## src/rtl/pending_priority_encoder.sv

```systemverilog
// rtl/pending_priority_encoder.sv - serialises a multi-hot request vector into a lowest-first binary index stream
module pending_priority_encoder #(
    parameter int N = 4,
    parameter int W = 2
) (
    input  logic         clk,
    input  logic         rst,
    input  logic         in_valid,
    output logic         in_ready,
    input  logic [N-1:0] d,
    output logic         out_valid,
    input  logic         out_ready,
    output logic [W-1:0] y,
    output logic         out_last,
    output logic         zero_err
);

    typedef enum logic {IDLE, BUSY} state_t;

    localparam logic [N-1:0] ONE = {{(N-1){1'b0}}, 1'b1};

    state_t       state, state_nxt;
    logic [N-1:0] pending, pending_nxt;
    logic         zero_err_nxt;

    always_ff @(posedge clk) begin
        if (rst) begin
            state    <= IDLE;
            pending  <= '0;
            zero_err <= 1'b0;
        end else begin
            state    <= state_nxt;
            pending  <= pending_nxt;
            zero_err <= zero_err_nxt;
        end
    end

    // Descending scan so the lowest set bit wins; pending==0 yields index 0.
    always_comb begin
        y = '0;
        for (int i = N - 1; i >= 0; i--) begin
            if (pending[i]) y = W'(i);
        end
    end

    assign out_last  = (pending != '0) && ((pending & (pending - ONE)) == '0);
    assign out_valid = (state == BUSY);
    assign in_ready  = (state == IDLE);

    always_comb begin
        state_nxt    = state;
        pending_nxt  = pending;
        zero_err_nxt = 1'b0;
        case (state)
            IDLE: begin
                if (in_valid) begin
                    if (d != '0) begin
                        pending_nxt = d;
                        state_nxt   = BUSY;
                    end else begin
                        zero_err_nxt = 1'b1;
                    end
                end
            end
            BUSY: begin
                if (out_ready) begin
                    pending_nxt = pending & ~(ONE << y);
                    if (pending_nxt == '0) state_nxt = IDLE;
                end
            end
            default: state_nxt = IDLE;
        endcase
    end

endmodule

```

## config.mk

```make
export PLATFORM = sky130hd
export DESIGN_NAME = pending_priority_encoder
export DESIGN_NICKNAME = d
export VERILOG_FILES = /design/src/rtl/pending_priority_encoder.sv
export SDC_FILE = /design/constraint.sdc
export NUM_CORES = 1
export LEC_CHECK = 0
export CORE_AREA = 2 2 39 41
export CTS_BUF_LIST = sky130_fd_sc_hd__clkbuf_2 sky130_fd_sc_hd__clkbuf_4 sky130_fd_sc_hd__clkbuf_8
export CTS_CLUSTER_DIAMETER = 30
export DETAILED_ROUTE_END_ITERATION = 7
export DIE_AREA = 0 0 41 43
export SLEW_MARGIN = 20
export SYNTH_ARGS = -nofsm -noshare
export SYNTH_HDL_FRONTEND = slang
export SYNTH_SLANG_ARGS = --single-unit
```

## constraint.sdc

```tcl
create_clock -name clk -period 4.2 [get_ports clk]
set_input_delay 0.63 -clock clk [delete_from_list [all_inputs] [get_ports clk]]
set_output_delay 0.63 -clock clk [all_outputs]
set_load 0.03 [all_outputs]
```

==> summary.txt <==
Critical path peak fanout - 8
Synthesis Warnings - 0
Wire length of the first global-routing pass - 1510 µm
Area fraction in and, or, nand and nor cells after synthesis - 19.2%
Clock-pin slew reported for the worst setup and hold paths after clock tree synthesis - 0.05 ns
Setup tns final - 0 ns
Setup violations, final - 0
Synthesized-area fraction occupied by xor and xnor cells - 2.36%
RSZ-0062 raised after global routing - false
GRT Resource Usage Total - 13.9%
Clock tree from TritonCTS - done
Starting density of the core - 26.9%
Antenna violations before repair - 0
Maximum frequency from static timing analysis - 0.416 GHz
Number of buffers inserted by hold repair at cts - 0
Total power density per cell area - 367 nW/µm²
Count of TritonRoute iterations in the first routing pass - 4
Initial DRC count - 7
Final hold viol count - 0
Number of vias after detailed routing - 408
Final Wtd Congestion - 0.694
Clock net sink count - 6
Largest family of logic cells by synthesized area - compound AO/OA/AOI/OAI gates
M1 wire length - 488 µm
Most common cell on crit path - sky130_fd_sc_hd__o21ai_1
Max Clock Skew - 0.00274 ns
Fraction of synthesis flops using an asynchronous set or reset pin - 0%
Combinational cell fraction of total power - 34.5%
Compound-Gate Fraction of Synth Area - 34.0%
Element type at the critical path start - register
Slew at the pin closest to its max-slew limit - 0.367 ns
Outcome - finished clean
Post-route fraction of the period consumed by the critical path - 57.3%
Residual DRC - 0
Core occupancy in the finished layout - 37.9%
Number of enable flip-flop cells after synthesis - 0
Pin count of the biggest net entering global routing - 14
Cell count after synthesis - 48
Worst-Skew Late Latency - 0.24 ns
Slowest stage cell on the critical path - sky130_fd_sc_hd__clkdlybuf4s50_1
Relative slew slack - 75.5%
Antenna-violating nets left - 0
Via density per instance - 5.44
Number of rows created at floorplan - 14
Post-synth net total - 56
Total Routed Length - 1010 µm
Switching Power - 66.3 µW
Detailed placer's ending HPWL - 669 µm
Buffers & Inverters on Critical Path - 1
Nature of the critical path endpoint - output port
Stage delay of the slowest cell on the critical path - 0.68 ns
Adder-cell share of the synthesized area - 2.69%
Leakage power summed over all cells - 0.000196 µW
Internal power summed over all cells - 126 µW
Cell at the root of the clock tree - sky130_fd_sc_hd__clkbuf_4
Boundary pin count - 14
Mapped Area - 372 µm²
Number of antenna diodes - 0
Height of the die - 43 µm
Wire length on met2 - 420 µm
Worst hold-check path type - reg -> reg
Sw Ratio - 34.4%
Layout net count - 69
Die boundary width - 41 µm
Sequential-to-total area share from yosys stat - 32.3%
H-tree depth - 1
Tmin final - 2.41 ns
Area of the core - 1380 µm²
Cells resized by post-CTS repair - 0
Required arrival time at the worst endpoint - 3.57 ns
Maximum vdd ir drop - 0.000203 V
Avg Cell Area, Syn - 7.74 µm²
Max Cap Viol - 0
Worst-path cell chain - xor2_1 -> o21ai_1 -> o21ai_1 -> clkdlybuf4s50_1
Arrival time reported for the critical path endpoint - 1.78 ns
Post-synthesis mux area share - 0%
CTS buffer count - 3
Area growth from synthesis to layout - 41.1%
Post-CTS Repair Setup Buffers - 0
Die area - 1760 µm²
Number of distinct library cells after synthesis - 26
Register bit count reported by yosys - 6
Part of the power in the clock network - 27.3%
Number of max-slew violations in the final report - 0
Length of routed met3 wiring - 78 µm
Flip-flop cell with the highest count after synthesis - sky130_fd_sc_hd__dfxtp_1
Fraction of layout instances using a drive strength above 1 - 6.78%
Relative contribution of sequential cells to total power - 38.2%
Kind of critical path - reg -> out
Per-cell routed wire length - 13.5 µm
Via count of the first global-routing pass - 331
Global route overflow - 0
CP delay by family, top - buffers and inverters
Maximum root-to-sink buffer count - 2
DR top layer - met4
PortBufs - 13
## worst paths after layout
check | from | slack [ns] | endpoint | cells after the start
worst min register to register | pending[3] | 0.64 | out_valid | 2
worst max register to register | out_valid | 2.74 | pending[3] | 3
worst min-delay path | pending[3] | 0.64 | out_valid | 2
worst max-delay path | pending[2] | 1.79 | out_last | 4
## cells by family after synthesis
group           after synthesis
flops                         6
compound gates               17
buf+inv                       9
simple gates                 14
fa+ha+maj                     1
xor+xnor                      1
## through the flow
| step | worst slack, ns | std cells | power (µW) | area (µm²) | hold WS [ns] |
|---|---|---|---|---|---|
| after global routing | 1.68 | 75 | 205 | 524 | 0.680 |
| after floorplan | 2.30 | 48 | 113 | 372 | 0.561 |
| after detailed placement | 1.88 | 72 | 140 | 502 | 0.630 |
| final | 1.79 | 75 | 193 | 524 | 0.642 |
| after global placement | 1.87 | 72 | 140 | 502 | 0.638 |
| after CTS | 1.79 | 75 | 195 | 524 | 0.636 |
## cell usage in the layout (no fill, tap or decap), drive strengths merged
cell and count:
clkdlybuf4s50 13, dfxtp 6, inv 4, nand2 4, o21ai 4, nor2 3
a221oi 3, a311oi 3, clkbuf 3, nor3 2, a21oi 1, xor2 1
nand3b 1, or4 1, nand2b 1, maj3 1, and2b 1, o311ai 1
a31oi 1, a22o 1, o211ai 1, nand3 1, a22oi 1, a32o 1
## synth_stat cells (2+ instances only)
cell type | number | area, µm²
sky130_fd_sc_hd__inv_1 | 4 | 15.0
sky130_fd_sc_hd__dfxtp_1 | 6 | 120
sky130_fd_sc_hd__nor3_1 | 2 | 10.0
sky130_fd_sc_hd__a311oi_1 | 3 | 26.3
sky130_fd_sc_hd__o21ai_0 | 2 | 10.0
sky130_fd_sc_hd__nand2_1 | 4 | 15.0
sky130_fd_sc_hd__o21ai_1 | 2 | 10.0
sky130_fd_sc_hd__nor2_1 | 3 | 11.3
sky130_fd_sc_hd__clkbuf_1 | 3 | 11.3
sky130_fd_sc_hd__a221oi_1 | 3 | 26.3
## per-layer routing
| metal | global-route usage (%) | vias to the layer above |
|---|---|---|
| li1 | - | 204 |
| met1 | 17.4 | 185 |
| met2 | 18.8 | 17 |
| met3 | 3.14 | 2 |
| met4 | 12.0 | 0 |
| met5 | 0 | - |
## state kept, by name, indices dropped and copies added, names as in the netlist
| register | count |
|---|---|
| out_valid | 1 |
| zero_err | 1 |
| pending | 4 |
## worst min-delay path, stage by stage, from the launching register on
cell	delay, ns
sky130_fd_sc_hd__dfxtp_1	0.36
sky130_fd_sc_hd__o311ai_1	0.14
sky130_fd_sc_hd__a31oi_1	0.09
## power by group through the flow
| stage | logic, µW | registers [µW] | clock network (µW) |
|---|---|---|---|
| after floorplan | 45.4 | 67.4 | 0 |
| after global placement | 66.0 | 74.3 | 0 |
| after detailed placement | 66.0 | 74.3 | 0 |
| after CTS | 66.9 | 73.4 | 54.5 |
| after global routing | 71.3 | 75.4 | 58.4 |
| final | 66.5 | 73.5 | 52.6 |
## cell type report
type                            count  area (µm²)
Fill cell                         141         860
Multi-Input combinational cell     33         216
Timing Repair Buffer               13         130
Sequential cell                     6         120
Clock buffer                        3        22.5
Tap cell                           16        20.0
Inverter                            4        15.0
Power figures use the tool's default switching activity.
